## src/rtl/ipc_mailbox_pkg.sv

```systemverilog
// Shared constants for the HPS <-> Nios mailbox: register offsets, STATUS and
// IRQ_PEND bit positions, and the STATUS word packing helper.
package ipc_mailbox_pkg;

  localparam int DATA_W = 32;

  // Word offsets within each port's register window
  localparam logic [1:0] REG_DATA     = 2'd0;
  localparam logic [1:0] REG_STATUS   = 2'd1;
  localparam logic [1:0] REG_IRQ_EN   = 2'd2;
  localparam logic [1:0] REG_IRQ_PEND = 2'd3;

  // STATUS bit positions ([7:0] is rx_count)
  localparam int STAT_RX_EMPTY  = 8;
  localparam int STAT_TX_FULL   = 9;
  localparam int STAT_OVERFLOW  = 10;
  localparam int STAT_UNDERFLOW = 11;

  // IRQ_EN / IRQ_PEND bit positions
  localparam int PEND_RX_ARRIVED = 0;
  localparam int PEND_TX_SPACE   = 1;

  // Assemble a STATUS word; unused upper bits read as zero
  function automatic logic [DATA_W-1:0] pack_status(
    input logic [7:0] rx_count,
    input logic       rx_empty,
    input logic       tx_full,
    input logic       overflow,
    input logic       underflow
  );
    logic [DATA_W-1:0] s;
    s                 = '0;
    s[7:0]            = rx_count;
    s[STAT_RX_EMPTY]  = rx_empty;
    s[STAT_TX_FULL]   = tx_full;
    s[STAT_OVERFLOW]  = overflow;
    s[STAT_UNDERFLOW] = underflow;
    return s;
  endfunction

endpackage

```

## src/rtl/mbox_fifo.sv

```systemverilog
// Single-direction message FIFO with show-ahead head word. A push into a full
// FIFO is still accepted when a pop commits in the same cycle; a pop from an
// empty FIFO is refused (the caller flags underflow).
module mbox_fifo
  import ipc_mailbox_pkg::*;
#(
  parameter int DEPTH = 16
) (
  input  logic                       clk,
  input  logic                       reset_n,
  input  logic                       push,
  input  logic [DATA_W-1:0]          push_data,
  input  logic                       pop,
  output logic [DATA_W-1:0]          head,
  output logic [$clog2(DEPTH):0]     count,
  output logic                       empty,
  output logic                       full,
  output logic                       push_ok,
  output logic                       pop_ok
);

  localparam int AW = $clog2(DEPTH);

  logic [DATA_W-1:0] mem [DEPTH];
  logic [AW-1:0]     wr_ptr;
  logic [AW-1:0]     rd_ptr;

  assign empty   = (count == '0);
  assign full    = (count == (AW+1)'(DEPTH));
  assign pop_ok  = pop & ~empty;
  assign push_ok = push & (~full | pop_ok);
  assign head    = mem[rd_ptr];

  // Storage write; entries are only ever read behind a valid count
  // NOTE: the data array has no reset on purpose -- it lets it map to RAM,
  // and stale contents are never visible because count gates every read.
  always_ff @(posedge clk) begin
    if (push_ok) mem[wr_ptr] <= push_data;
  end

  // Pointer and occupancy tracking; pointers wrap naturally (DEPTH is 2^n)
  // NOTE: state registers use non-blocking (<=) so every flop samples the
  // pre-edge values, independent of statement order.
  always_ff @(posedge clk or negedge reset_n) begin
    if (!reset_n) begin
      wr_ptr <= '0;
      rd_ptr <= '0;
      count  <= '0;
    end else begin
      if (push_ok) wr_ptr <= wr_ptr + AW'(1);
      if (pop_ok)  rd_ptr <= rd_ptr + AW'(1);
      case ({push_ok, pop_ok})
        2'b10:   count <= count + (AW+1)'(1);
        2'b01:   count <= count - (AW+1)'(1);
        default: count <= count;
      endcase
    end
  end

endmodule

```

## src/rtl/ipc_mailbox.sv

```systemverilog
// Bidirectional HPS (port A) <-> Nios (port B) mailbox. Two FIFOs cross the
// ports (A2B, B2A); each port has an identical register/decode slice with
// sticky error flags, interrupt enable/pending and a 1-cycle read pipeline.
module ipc_mailbox
  import ipc_mailbox_pkg::*;
#(
  parameter int DEPTH = 16
) (
  input  logic              clk,
  input  logic              reset_n,
  input  logic [1:0]        a_address,
  input  logic              a_read,
  input  logic              a_write,
  input  logic [DATA_W-1:0] a_writedata,
  output logic [DATA_W-1:0] a_readdata,
  output logic              a_irq,
  input  logic [1:0]        b_address,
  input  logic              b_read,
  input  logic              b_write,
  input  logic [DATA_W-1:0] b_writedata,
  output logic [DATA_W-1:0] b_readdata,
  output logic              b_irq
);

  localparam int CW = $clog2(DEPTH) + 1;

  // Port-indexed views: index 0 = A, 1 = B. FIFO index f is pushed by port f.
  logic [1:0]        addr   [2];
  logic [DATA_W-1:0] wdata  [2];
  logic [1:0]        rd;
  logic [1:0]        wr;
  logic [1:0]        data_wr;
  logic [1:0]        data_rd;

  logic [DATA_W-1:0] f_head  [2];
  logic [CW-1:0]     f_count [2];
  logic [1:0]        f_empty;
  logic [1:0]        f_full;
  logic [1:0]        f_push_ok;
  logic [1:0]        f_pop_ok;

  logic [DATA_W-1:0] port_rdata [2];
  logic [1:0]        port_irq;

  assign addr[0]  = a_address;
  assign addr[1]  = b_address;
  assign wdata[0] = a_writedata;
  assign wdata[1] = b_writedata;
  assign rd       = {b_read, a_read};
  assign wr       = {b_write, a_write};

  assign a_readdata = port_rdata[0];
  assign b_readdata = port_rdata[1];
  assign a_irq      = port_irq[0];
  assign b_irq      = port_irq[1];

  mbox_fifo #(.DEPTH(DEPTH)) u_fifo_a2b (
    .clk       (clk),
    .reset_n   (reset_n),
    .push      (data_wr[0]),
    .push_data (wdata[0]),
    .pop       (data_rd[1]),
    .head      (f_head[0]),
    .count     (f_count[0]),
    .empty     (f_empty[0]),
    .full      (f_full[0]),
    .push_ok   (f_push_ok[0]),
    .pop_ok    (f_pop_ok[0])
  );

  mbox_fifo #(.DEPTH(DEPTH)) u_fifo_b2a (
    .clk       (clk),
    .reset_n   (reset_n),
    .push      (data_wr[1]),
    .push_data (wdata[1]),
    .pop       (data_rd[0]),
    .head      (f_head[1]),
    .count     (f_count[1]),
    .empty     (f_empty[1]),
    .full      (f_full[1]),
    .push_ok   (f_push_ok[1]),
    .pop_ok    (f_pop_ok[1])
  );

  for (genvar p = 0; p < 2; p++) begin : g_port
    // This port transmits into FIFO p and receives from FIFO 1-p.
    localparam int RX = 1 - p;

    logic [1:0]        irq_en;
    logic [1:0]        irq_pend;
    logic              overflow;
    logic              underflow;
    logic [DATA_W-1:0] rdata;
    logic [DATA_W-1:0] rd_mux;
    logic              status_wr;
    logic [1:0]        pend_set;
    logic [1:0]        pend_clr;

    assign data_wr[p] = wr[p] && (addr[p] == REG_DATA);
    assign data_rd[p] = rd[p] && (addr[p] == REG_DATA);
    assign status_wr  = wr[p] && (addr[p] == REG_STATUS);

    // Event sources: arrival into our RX FIFO; our TX FIFO leaving full
    assign pend_set[PEND_RX_ARRIVED] = f_push_ok[RX];
    assign pend_set[PEND_TX_SPACE]   = f_full[p] & f_pop_ok[p] & ~f_push_ok[p];
    assign pend_clr = (wr[p] && (addr[p] == REG_IRQ_PEND)) ? wdata[p][1:0] : 2'b00;

    // Read-data selection for the addressed register
    // NOTE: assigning a default first keeps every path covered, so no latch
    // is inferred even if a case arm is later removed.
    always_comb begin
      rd_mux = '0;
      case (addr[p])
        REG_DATA:     rd_mux = f_empty[RX] ? '0 : f_head[RX];
        REG_STATUS:   rd_mux = pack_status(8'(f_count[RX]), f_empty[RX],
                                           f_full[p], overflow, underflow);
        REG_IRQ_EN:   rd_mux = {30'b0, irq_en};
        REG_IRQ_PEND: rd_mux = {30'b0, irq_pend};
        default:      rd_mux = '0;
      endcase
    end

    // Control/status registers and registered read data; set beats W1C clear
    always_ff @(posedge clk or negedge reset_n) begin
      if (!reset_n) begin
        irq_en    <= '0;
        irq_pend  <= '0;
        overflow  <= 1'b0;
        underflow <= 1'b0;
        rdata     <= '0;
      end else begin
        if (wr[p] && (addr[p] == REG_IRQ_EN)) irq_en <= wdata[p][1:0];
        irq_pend  <= pend_set | (irq_pend & ~pend_clr);
        overflow  <= (data_wr[p] & ~f_push_ok[p]) |
                     (overflow & ~(status_wr & wdata[p][STAT_OVERFLOW]));
        underflow <= (data_rd[p] & ~f_pop_ok[RX]) |
                     (underflow & ~(status_wr & wdata[p][STAT_UNDERFLOW]));
        if (rd[p]) rdata <= rd_mux;
      end
    end

    assign port_rdata[p] = rdata;
    assign port_irq[p]   = |(irq_pend & irq_en);
  end

endmodule

```

## config.mk

```make
export PLATFORM = sky130hd
export DESIGN_NAME = ipc_mailbox
export DESIGN_NICKNAME = d
export VERILOG_FILES = /design/src/rtl/ipc_mailbox_pkg.sv /design/src/rtl/mbox_fifo.sv /design/src/rtl/ipc_mailbox.sv
export SDC_FILE = /design/constraint.sdc
export NUM_CORES = 1
export LEC_CHECK = 0
export BUFFER_PORTS_ARGS = -buffer_cell sky130_fd_sc_hd__buf_2
export CAP_MARGIN = 20
export CORE_MARGIN = 2
export CORE_UTILIZATION = 35
export CTS_BUF_LIST = sky130_fd_sc_hd__clkbuf_2 sky130_fd_sc_hd__clkbuf_4 sky130_fd_sc_hd__clkbuf_8
export DETAILED_ROUTE_END_ITERATION = 6
export PLACE_DENSITY_LB_ADDON = 0.3
export SETUP_SLACK_MARGIN = 0.4
export SYNTH_ARGS = -nofsm -noshare
export SYNTH_HDL_FRONTEND = slang
export SYNTH_SLANG_ARGS = --single-unit
export TNS_END_PERCENT = 5
```

## constraint.sdc

```tcl
create_clock -name clk -period 7.2 [get_ports clk]
set_clock_uncertainty 0.15 [all_clocks]
set_input_delay 1.44 -clock clk [delete_from_list [all_inputs] [get_ports clk]]
set_output_delay 1.44 -clock clk [all_outputs]
set_load 0.05 [all_outputs]
```

==> results.toml <==
[hold_path]
worstHoldStart = "g_port[1].underflow"
hold_class = "flip-flop to flip-flop"
holdPathEnd = "g_port[1].underflow"
worstHoldPathCells = 2

[clocking]
path_clk_slew_ns = 0.06
root_buffer = "clkbuf_8"
cts_tree = "built"
numCtsBuffers = 181
clock_latency_ns = 0.88
htreeDepth = 4
hold_buffers = 0
cts_resized = 0
postCtsSetupBuffers = 0
clkSinkCount = 1126
cts_max_path_buffers = 3

[synth]
synth_area_per_cell_um2 = 21.2
synth-main-ff-cell = "edfxtp_1"
yosys_warnings = 0
syn-cell-area_um2 = 43100
ys_ff_latch = 1126
synth_top_area_cell = "edfxtp_1"
synthesis.instances = 2034
synth_top_cell_area_share = 0.713
seq_area_frac_synth = 0.772
synth_commonest_cells = "1024 x edfxtp_1, 239 x mux4_2, 119 x a22oi_1"
synth_area_leaders = "edfxtp_1 71%, mux4_2 12%, dfrtp_1 5.9%"
post-synth-top-count-cell = "edfxtp_1"
async_flop_share = 0.0906
syn-num-nets = 2126
netlist-cell-type-count = 51
synth_enable_flop_cells = 1024

[floorplanning]
die_width_um = 355
core_area_um2 = 122000
dieArea_um2 = 126000
row_count = 128
io_pins = 140
die_h_um = 355
start_util = 0.353

[critical_path]
crit_fanout = 21
crit_required_ns = 7.56
rr_startpoint = "u_fifo_a2b.count[0]"
reg2reg_depth = 6
crit_path_end_kind = "flip-flop"
rr_endpoint = "u_fifo_a2b.mem[10][30]"
startpoint_type = "input pin"
r2r_slack_ns = 3.92
worstSetupPathType = "input pin to flip-flop"
worst_ep_arrival_time_ns = 4.07

[power_and_ir_drop]
p_int_mw = 12.4
clock_power_share = 0.320
power.share.switching = 0.307
vdd_drop_max_mv = 0.249
seq_power_share = 0.442
p_per_area_nw_per_um2 = 358
power.total_mw = 17.9
p_comb_frac = 0.238
p_leak_nw = 16.6
p_sw_mw = 5.50

[sta]
final_max_slew_viol_count = 0
fin_setup_tns_ns = 0
period_share = 0.515
hold_viol_final = 0
worst_slack_ns = 3.49
tightest_slew_ns = 0.972
min_period_ns = 3.71
setup_viol = 0
max_freq_mhz = 270
rsz0062_at_grt = "false"
slew_headroom = 0.352

[layout]
area.growth.synth_to_final_pct = 15.9
nNetsFinal = 2393
drive_gt1_frac = 0.328
fillerInstances = 10700

[place]
place_congestion = 0.774
dpl.hpwl_mm = 58.3
port_buffers = 139
dpl_worst_slack_ns = 2.59

[grt]
grt_first_pass_wirelength_mm = 149
grt_max_degree = 87
grt_pass1_vias = 22600
grt_use_total = 0.160
antenna_found_initial = 10
grt_overflow = 0

[drt]
via_per_inst = 5.19
drt.antenna.violating_nets = 0
drt_iter0_markers = 1745
drtPass1Iterations = 5
wirelength_mm = 100
post-route-drc-count = 0
num_vias = 21200
wire_per_inst_um = 24.6

[run_status]
status = "finished, final reports clean"

[flow_run]
maxCapViolCount = 0
## through the flow
stage          instances   util  hold slack, ns  instance area (µm²)
2_1_floorplan       2034      -           0.291                43100
3_3_place_gp        3729  0.376           0.332                45800
3_5_place_dp        3737  0.377           0.322                46000
4_1_cts             4074  0.408           0.335                49800
5_1_grt             4082  0.410           0.370                50000
6_report            4083  0.410           0.332                50000
## final cells by class
type,instances,area [µm²],area share
flip-flops and latches,1126,33300,0.666
inverters,12,45.0,0.000901
well taps,1625,2030,0.0407
clock buffers,270,3270,0.0654
clock inverters,67,572,0.0114
repair buffers,198,1370,0.0274
multi-input cells,782,9380,0.188
diodes,3,7.51,0.000150
## power by group through the flow
stage / sequential [mW] / clock [mW] / combinational, mW
after floorplan: 8.08 / 0 / 2.97
after global placement: 8.03 / 0 / 4.29
after detailed placement: 8.05 / 0 / 4.32
after CTS: 7.92 / 5.87 / 4.34
after global routing: 7.97 / 6.16 / 4.58
final: 7.91 / 5.72 / 4.26
## critical path: stages
cell     delay (ns)
buf_2          0.15
nor2_1         0.28
nand2_1        0.18
a21oi_2        0.59
nand2_1        0.38
nor2_4         0.55
buf_4          0.46
## cell families (layout without fill, tap and decap cells)
kind of cell / count (synthesis) / after routing / share of synthesized area
muxes: 285 / 285 / 0.136
adders and majority gates: 18 / 18 / 0.00540
xor gates and xnor gates: 24 / 24 / 0.00487
buffers and inverters: 126 / 547 / 0.0157
AOI/OAI and AO/OA: 250 / 250 / 0.0442
other: 0 / 3 / 0
DFF: 1126 / 1126 / 0.772
and+or+nand+nor: 205 / 205 / 0.0218
## worst max path at each step
stage / start / endpoint / slack (ns) / cells after the start
2_1_floorplan: a_address[0] / u_fifo_b2a.mem[3][0] / 1.82 / 6
4_1_cts: b_address[1] / u_fifo_a2b.mem[12][15] / 3.54 / 6
5_1_grt: b_address[1] / u_fifo_a2b.mem[10][30] / 3.31 / 7
3_3_place_gp: b_address[1] / u_fifo_a2b.mem[7][13] / 2.63 / 6
6_report: b_address[1] / u_fifo_a2b.mem[10][30] / 3.49 / 7
3_5_place_dp: b_address[1] / u_fifo_a2b.mem[10][30] / 2.59 / 7
## layout by cell type (no fill, tap or decap), types with 6 or more instances in the layout
cell	synthesis	final
edfxtp_1	1024	1024
mux4_2	239	239
clkbuf_8	0	199
buf_2	24	138
a22oi_1	119	119
nand2_1	101	101
dfrtp_1	102	98
clkbuf_4	0	71
a22o_1	59	59
buf_4	7	44
mux2i_1	36	36
clkinv_1	0	26
nor2_4	0	24
a21oi_1	21	21
clkinv_2	0	18
ha_1	17	17
nor2b_1	19	15
xnor2_1	15	15
nor2_1	40	14
o21ai_0	14	14
inv_1	12	12
mux2_2	10	10
buf_12	0	10
xor2_1	9	9
nor3_2	0	8
and3_1	7	7
nand2b_1	6	6
nand4_1	6	6
a221o_1	6	6
## layer usage
| metal | part of all wire | track usage | routed length (µm) |
|---|---|---|---|
| met5 | 0.00018 | 0 | 18 |
| met4 | 0.020 | 0.0486 | 2040 |
| met3 | 0.064 | 0.0380 | 6430 |
| met2 | 0.47 | 0.251 | 47400 |
| met1 | 0.44 | 0.221 | 44400 |
## sequential cells by signal, indices dropped and copies added (netlist names)
signal / count
u_fifo_a2b.count: 5
u_fifo_a2b.rd_ptr: 4
u_fifo_a2b.wr_ptr: 4
a_readdata: 32
u_fifo_a2b.mem: 512
u_fifo_b2a.count: 5
u_fifo_b2a.rd_ptr: 4
u_fifo_b2a.mem: 512
g_port.overflow: 2
g_port.irq_en: 4
g_port.irq_pend: 4
u_fifo_b2a.wr_ptr: 4
b_readdata: 32
g_port.underflow: 2
Power figures use the tool's default switching activity.
